**config.mk**
```make
export PLATFORM = sky130hd
export DESIGN_NAME = counter_scoreboard_flat
export DESIGN_NICKNAME = d
export VERILOG_FILES = /design/src/rtl/counter_scoreboard_if.sv /design/src/rtl/counter_scoreboard.sv /design/src/flat_wrapper.sv
export SDC_FILE = /design/constraint.sdc
export NUM_CORES = 1
export LEC_CHECK = 0
export BUFFER_PORTS_ARGS = -buffer_cell sky130_fd_sc_hd__buf_2
export CORE_MARGIN = 2
export CORE_UTILIZATION = 35
export DETAILED_ROUTE_END_ITERATION = 16
export GPL_TIMING_DRIVEN = 0
export HOLD_SLACK_MARGIN = 0.15
export PLACE_DENSITY_LB_ADDON = 0.15
export SYNTH_ARGS = -nofsm -noshare
export SYNTH_HDL_FRONTEND = slang
export SYNTH_SLANG_ARGS = --single-unit
```
**constraint.sdc**
```tcl
create_clock -name clk -period 1.45 [get_ports clk]
set_input_delay 0.2175 -clock clk [delete_from_list [all_inputs] [get_ports clk]]
set_output_delay 0.2175 -clock clk [all_outputs]
set_load 0.05 [all_outputs]
```
**src/rtl/counter_scoreboard_if.sv**
```systemverilog
// -----------------------------------------------------------------------------
// counter_scoreboard_if
//   Bundles the event inputs and the score/status outputs of the scoreboard.
//
//   Signals:
//     winner, loser          event levels coming from the up/down counter
//     win_count, lose_count  tallies for the current game (4 bits each)
//     game_over              high while the game is finished
//     game_winner            1 = winner side reached the limit, 0 = loser side
//     collision              one-cycle pulse when both events arrive together
//
//   Modports:
//     master  drives winner/loser and observes the results (counter side / bench)
//     slave   the scoreboard itself
// -----------------------------------------------------------------------------
interface counter_scoreboard_if;
    logic       winner;
    logic       loser;
    logic [3:0] win_count;
    logic [3:0] lose_count;
    logic       game_over;
    logic       game_winner;
    logic       collision;

    modport master (
        output winner,
        output loser,
        input  win_count,
        input  lose_count,
        input  game_over,
        input  game_winner,
        input  collision
    );

    modport slave (
        input  winner,
        input  loser,
        output win_count,
        output lose_count,
        output game_over,
        output game_winner,
        output collision
    );
endinterface

```
**src/rtl/counter_scoreboard.sv**
```systemverilog
// -----------------------------------------------------------------------------
// counter_scoreboard
//   Tallies rising edges of the counter's winner/loser indications. When either
//   tally reaches WIN_LIMIT the game is declared over and the scores freeze.
//
//   Ports:
//     clk      single clock, rising edge
//     reset    synchronous, active-high; returns every output to zero
//     sb       counter_scoreboard_if.slave
//                in : winner, loser
//                out: win_count, lose_count, game_over, game_winner, collision
//
//   Parameters:
//     WIN_LIMIT    score that ends a game (1..15)
//     HOLD_CYCLES  cycles spent in OVER before auto-restart (1..255),
//                  only meaningful with GAME_RESTART_EN
//
//   Optional feature (macro GAME_RESTART_EN):
//     Defined     -> OVER lasts HOLD_CYCLES cycles, then counts clear and a new
//                    game starts; game_winner keeps the last result.
//     Not defined -> OVER is terminal until reset; no hold counter is built.
// -----------------------------------------------------------------------------
module counter_scoreboard #(
    parameter int WIN_LIMIT   = 15,
    parameter int HOLD_CYCLES = 4
) (
    input  logic                 clk,
    input  logic                 reset,
    counter_scoreboard_if.slave  sb
);

    // Elaboration-time parameter range checks.
    if (WIN_LIMIT < 1 || WIN_LIMIT > 15) begin : g_bad_win_limit
        $error("counter_scoreboard: WIN_LIMIT must be in 1..15");
    end
    if (HOLD_CYCLES < 1 || HOLD_CYCLES > 255) begin : g_bad_hold_cycles
        $error("counter_scoreboard: HOLD_CYCLES must be in 1..255");
    end

    typedef enum logic {
        PLAY = 1'b0,
        OVER = 1'b1
    } state_t;

    localparam logic [3:0] LIMIT = 4'(WIN_LIMIT);

    state_t     r_state;
    state_t     w_state_nxt;

    logic       r_winner_q;
    logic       r_loser_q;
    logic       w_win_ev;
    logic       w_lose_ev;

    logic [3:0] r_win_count;
    logic [3:0] w_win_count_nxt;
    logic [3:0] r_lose_count;
    logic [3:0] w_lose_count_nxt;
    logic       r_game_winner;
    logic       w_game_winner_nxt;
    logic       r_collision;
    logic       w_collision_nxt;

`ifdef GAME_RESTART_EN
    localparam logic [7:0] HOLD_LAST = 8'(HOLD_CYCLES - 1);

    logic [7:0] r_hold;
    logic [7:0] w_hold_nxt;
`endif

    // Edge detect runs in every state, so a level that is still high when a
    // game (re)starts is never mistaken for a fresh event.
    assign w_win_ev  = sb.winner & ~r_winner_q;
    assign w_lose_ev = sb.loser  & ~r_loser_q;

    // -------------------------------------------------------------------------
    // Next-state / next-output logic
    // -------------------------------------------------------------------------
    always_comb begin
        w_state_nxt       = r_state;
        w_win_count_nxt   = r_win_count;
        w_lose_count_nxt  = r_lose_count;
        w_game_winner_nxt = r_game_winner;
        w_collision_nxt   = 1'b0;
`ifdef GAME_RESTART_EN
        // Held at zero during PLAY so it starts from 0 on entry to OVER.
        w_hold_nxt        = '0;
`endif

        case (r_state)
            PLAY: begin
                if (w_win_ev && w_lose_ev) begin
                    // Simultaneous events cancel: flag it, score nothing.
                    w_collision_nxt = 1'b1;
                end else if (w_win_ev) begin
                    w_win_count_nxt = r_win_count + 4'd1;
                    if (r_win_count + 4'd1 == LIMIT) begin
                        w_state_nxt       = OVER;
                        w_game_winner_nxt = 1'b1;
                    end
                end else if (w_lose_ev) begin
                    w_lose_count_nxt = r_lose_count + 4'd1;
                    if (r_lose_count + 4'd1 == LIMIT) begin
                        w_state_nxt       = OVER;
                        w_game_winner_nxt = 1'b0;
                    end
                end
            end

            OVER: begin
`ifdef GAME_RESTART_EN
                // Leave OVER on the edge after the last hold cycle, so
                // game_over is high for exactly HOLD_CYCLES cycles.
                if (r_hold == HOLD_LAST) begin
                    w_state_nxt      = PLAY;
                    w_win_count_nxt  = '0;
                    w_lose_count_nxt = '0;
                end else begin
                    w_hold_nxt = r_hold + 8'd1;
                end
`endif
            end

            default: begin
                w_state_nxt = PLAY;
            end
        endcase
    end

    // -------------------------------------------------------------------------
    // State and output registers
    // -------------------------------------------------------------------------
    always_ff @(posedge clk) begin
        if (reset) begin
            r_state       <= PLAY;
            r_winner_q    <= 1'b0;
            r_loser_q     <= 1'b0;
            r_win_count   <= '0;
            r_lose_count  <= '0;
            r_game_winner <= 1'b0;
            r_collision   <= 1'b0;
        end else begin
            r_state       <= w_state_nxt;
            r_winner_q    <= sb.winner;
            r_loser_q     <= sb.loser;
            r_win_count   <= w_win_count_nxt;
            r_lose_count  <= w_lose_count_nxt;
            r_game_winner <= w_game_winner_nxt;
            r_collision   <= w_collision_nxt;
        end
    end

`ifdef GAME_RESTART_EN
    always_ff @(posedge clk) begin
        if (reset) begin
            r_hold <= '0;
        end else begin
            r_hold <= w_hold_nxt;
        end
    end
`endif

    assign sb.win_count   = r_win_count;
    assign sb.lose_count  = r_lose_count;
    assign sb.game_over   = (r_state == OVER);
    assign sb.game_winner = r_game_winner;
    assign sb.collision   = r_collision;

endmodule

```
**src/flat_wrapper.sv**
```systemverilog
// flat-port wrapper written by rule: the top's interface ports become plain ports
module counter_scoreboard_flat 
#(
    parameter int WIN_LIMIT   = 15,
    parameter int HOLD_CYCLES = 4
)
  (clk, reset, sb_winner, sb_loser, sb_win_count, sb_lose_count, sb_game_over, sb_game_winner, sb_collision);
  counter_scoreboard_if sb_i ();
  input  logic clk;
  input  logic reset;
  input wire logic [$bits(sb_i.winner)-1:0] sb_winner;
  input wire logic [$bits(sb_i.loser)-1:0] sb_loser;
  output wire logic [$bits(sb_i.win_count)-1:0] sb_win_count;
  output wire logic [$bits(sb_i.lose_count)-1:0] sb_lose_count;
  output wire logic [$bits(sb_i.game_over)-1:0] sb_game_over;
  output wire logic [$bits(sb_i.game_winner)-1:0] sb_game_winner;
  output wire logic [$bits(sb_i.collision)-1:0] sb_collision;
  assign sb_i.winner = sb_winner;
  assign sb_i.loser = sb_loser;
  assign sb_win_count = sb_i.win_count;
  assign sb_lose_count = sb_i.lose_count;
  assign sb_game_over = sb_i.game_over;
  assign sb_game_winner = sb_i.game_winner;
  assign sb_collision = sb_i.collision;
  counter_scoreboard #(.WIN_LIMIT(WIN_LIMIT), .HOLD_CYCLES(HOLD_CYCLES)) u_core (.clk(clk), .reset(reset), .sb(sb_i));
endmodule
```
==> metrics.md <==
| Metric | Value |
|---|---|
| Warnings from Yosys | 0 |
| Core footprint | 1960 sq um |
| Num Clock Sinks | 13 |
| Synth-to-Final Area Change | 22.0% |
| Diodes inserted | 0 |
| CP Buf/Inv Count | 0 |
| Crit-path slowest cell | dfxtp_4 |
| CP endpoint kind | flop |
| Via count | 562 |
| Main synth FF type | dfxtp_1 |
| Postcts setup bufs | 0 |
| Worst clock skew | 0.00331 ns |
| Fin area | 888 sq um |
| Syn avg cell area | 9.98 sq um |
| Seq pwr share | 0.521 |
| Starting density of the core | 0.371 |
| Post-synth EDFFs | 0 |
| Drt first-iter violations | 7 |
| Slowest stage delay, CP | 0.38 ns |
| Clk Latency, worst-skew pair | 0.27 ns |
| Wire per inst | 11.4 microns |
| Rows | 16 |
| Synth top cells by count | dfxtp_1, nor2_1, xnor2_1 |
| Net Switching | 0.226 mW |
| Crit-path cells | ha_1, and4b_2, o21a_1, o31a_1 |
| Top-area cell type share of the netlist area | 0.357 |
| Max-slew violation count | 0 |
| Gr ovfl total | 0 |
| Final Wtd Congestion | 0.708 |
| Hold crit path type | in -> reg |
| Crit path kind | reg -> reg |
| # placed instances | 114 |
| Total clock buffers created by CTS | 3 |
| Crit path launch type | flop |
| TritonCTS clock tree | done |
| Post-Synthesis Cell Area | 728 sq um |
| Asr flop ratio synth | 0 |
| GRT Util Overall | 0.120 |
| Final HPWL DP | 945 microns |
| Fin crit period | 1.40 ns |
| H-tree level count | 1 |
| Pin count of the biggest net entering global routing | 11 |
| Post-synthesis sequential area ratio | 0.357 |
| Worst path top cell family by delay | compound AO/OA/AOI/OAI gates |
| Multiplexer area fraction after synthesis | 0 |
| Fin nets | 101 |
| Synth Area in Compound Gates | 0.107 |
| Clock power share | 0.296 |
| CP Max Fanout | 7 |
| Fmax | 715 MHz |
| Post-synthesis adder-cell area fraction | 0.0687 |
| Syn nets | 81 |
| LEAKAGE | 0.339 nW |
| Internal | 0.525 mW |
| Final std cells w/o fill | 119 |
| Post-Place Cell Area | 847 sq um |
| Peak supply drop | 0.000352 V |
| Synth area leader | dfxtp_1 |
| Synth Area in Simple Gates | 0.340 |
| Die Area | 2460 sq um |
| Slew headroom | 0.675 |
| Main combinational cell family by area after synthesis | simple AND/OR/NAND/NOR gates |
| PortBufs | 14 |
| Global-route wire length before repair | 2.26 mm |
| Netlist cell types | 31 |
| Status | complete, no violations |
| Final setup violation count | 0 |
| Die X | 49.6 microns |
| Chip height | 49.6 microns |
| Final Hold Viols | 0 |
| Largest cells by area after synthesis | dfxtp_1, xnor2_1, ha_1 |
| CTS Buffer Depth | 2 |
| Setup TNS | 0 ns |
| Synth Area in XOR/XNOR | 0.0842 |
| Synth Register Bits | 13 |
| CP required | 1.62 ns |
| Vias per cell | 4.72 |
| Combinational fraction of design power | 0.182 |
| Final Cycle Share | 0.965 |
| Cells after Synth | 73 |
| MaxCap Viol Count | 0 |
| Root buf cell | clkbuf_4 |
| Vias in the first global route | 500 |
| Switching Fraction | 0.301 |
| Io pins | 15 |
| Initial antenna violation count | 0 |
| PD cells | 845 nW/um^2 |
| Detailed-route wire length | 1.36 mm |
| Worst slew pin tran | 0.487 ns |
| TritonRoute pass-1 iters | 3 |
| Post-route ant nets | 0 |
| DRC violations left | 0 |
| Share of cells above drive strength 1 | 0.391 |
| Count leader, synth | dfxtp_1 |
| Clk slew on worst S/H paths | 0.08 ns |
| Crit path DAT | 1.56 ns |
## registers in the layout, summed over array words and instances (netlist names)
| register | cells |
|---|---|
| u_core.r_loser_q | 1 |
| u_core.sb.game_winner | 1 |
| u_core.sb.win_count | 4 |
| u_core.sb.game_over | 1 |
| u_core.sb.lose_count | 4 |
| u_core.r_winner_q | 1 |
| u_core.sb.collision | 1 |
## cells in the final DEF, fill, tap and decap left out, types with 2 or more instances in the layout
cell type   n
inv_1       2
nor3_1      2
ha_1        4
nand2b_2    2
clkbuf_1    2
a211oi_1    2
nand3_1     2
clkbuf_4    3
nor2_1     11
nor2b_1     3
buf_2      15
dfxtp_1     7
dfxtp_2     3
dfxtp_4     3
nor4_1      2
nand2_1     2
xnor2_1     7
## area by class of cell
| type | count | area [sq um] |
|---|---|---|
| Buffer | 3 | 20.0 |
| Clock buffer | 4 | 26.3 |
| Fill cell | 212 | 1070 |
| Inverter | 3 | 11.3 |
| Multi-Input combinational cell | 54 | 442 |
| Sequential cell | 13 | 275 |
| Tap cell | 27 | 33.8 |
| Timing Repair Buffer | 15 | 80.1 |
## cells by family after synthesis
| kind of cell | after synthesis |
|---|---|
| simple gates | 34 |
| buf+inv | 6 |
| fa+ha+maj | 4 |
| compound gates | 9 |
| flops | 13 |
| xor+xnor | 7 |
## stage by stage
| step | utilization | setup WS [ns] | hold WS [ns] | total power, mW |
|---|---|---|---|---|
| 3_3_place_gp | 0.432 | 0.0723 | 0.429 | 0.533 |
| 3_5_place_dp | 0.432 | 0.0587 | 0.437 | 0.536 |
| 2_1_floorplan | - | 0.000127 | 0.289 | 0.504 |
| 4_1_cts | 0.450 | 0.0486 | 0.196 | 0.763 |
| 5_1_grt | 0.453 | -0.0115 | 0.216 | 0.802 |
| 6_report | 0.453 | 0.0513 | 0.201 | 0.751 |
## layer usage
layer,GRT usage,vias to the layer above,routed length (microns)
li1,-,293,-
met2,0.178,10,648
met5,0,-,0
met4,0.0556,0,14
met3,0.0273,2,42
met1,0.164,257,649
## power by group through the flow
| stage | logic [mW] | clock network [mW] | registers, mW |
|---|---|---|---|
| final | 0.137 | 0.222 | 0.391 |
| after CTS | 0.138 | 0.233 | 0.392 |
| after detailed placement | 0.135 | 0 | 0.400 |
| after global placement | 0.134 | 0 | 0.399 |
| after global routing | 0.149 | 0.258 | 0.395 |
| after floorplan | 0.0670 | 0 | 0.437 |
## worst paths after layout
kind | slack, ns | start | cells past startpoint | end
max | 0.05 | u_core.sb.win_count[0]$_SDFFE_PP0P_ | 4 | u_core.sb.game_over$_SDFF_PP0_
min | 0.20 | sb_winner | 2 | u_core.r_winner_q$_SDFF_PP0_
max reg2reg | 0.05 | u_core.sb.win_count[0]$_SDFFE_PP0P_ | 4 | u_core.sb.game_over$_SDFF_PP0_
min reg2reg | 0.47 | u_core.sb.game_winner$_SDFFE_PP0P_ | 2 | u_core.sb.game_winner$_SDFFE_PP0P_
## what timing repair did
| item | in CTS | in global routing |
|---|---|---|
| endpoints found under the setup margin | 0 | 1 |
| endpoints found under the hold margin | 2 | 0 |
| gates resized for setup | 0 | 1 |
| hold buffers | 1 | 0 |
(Power assumes the default switching activity.)
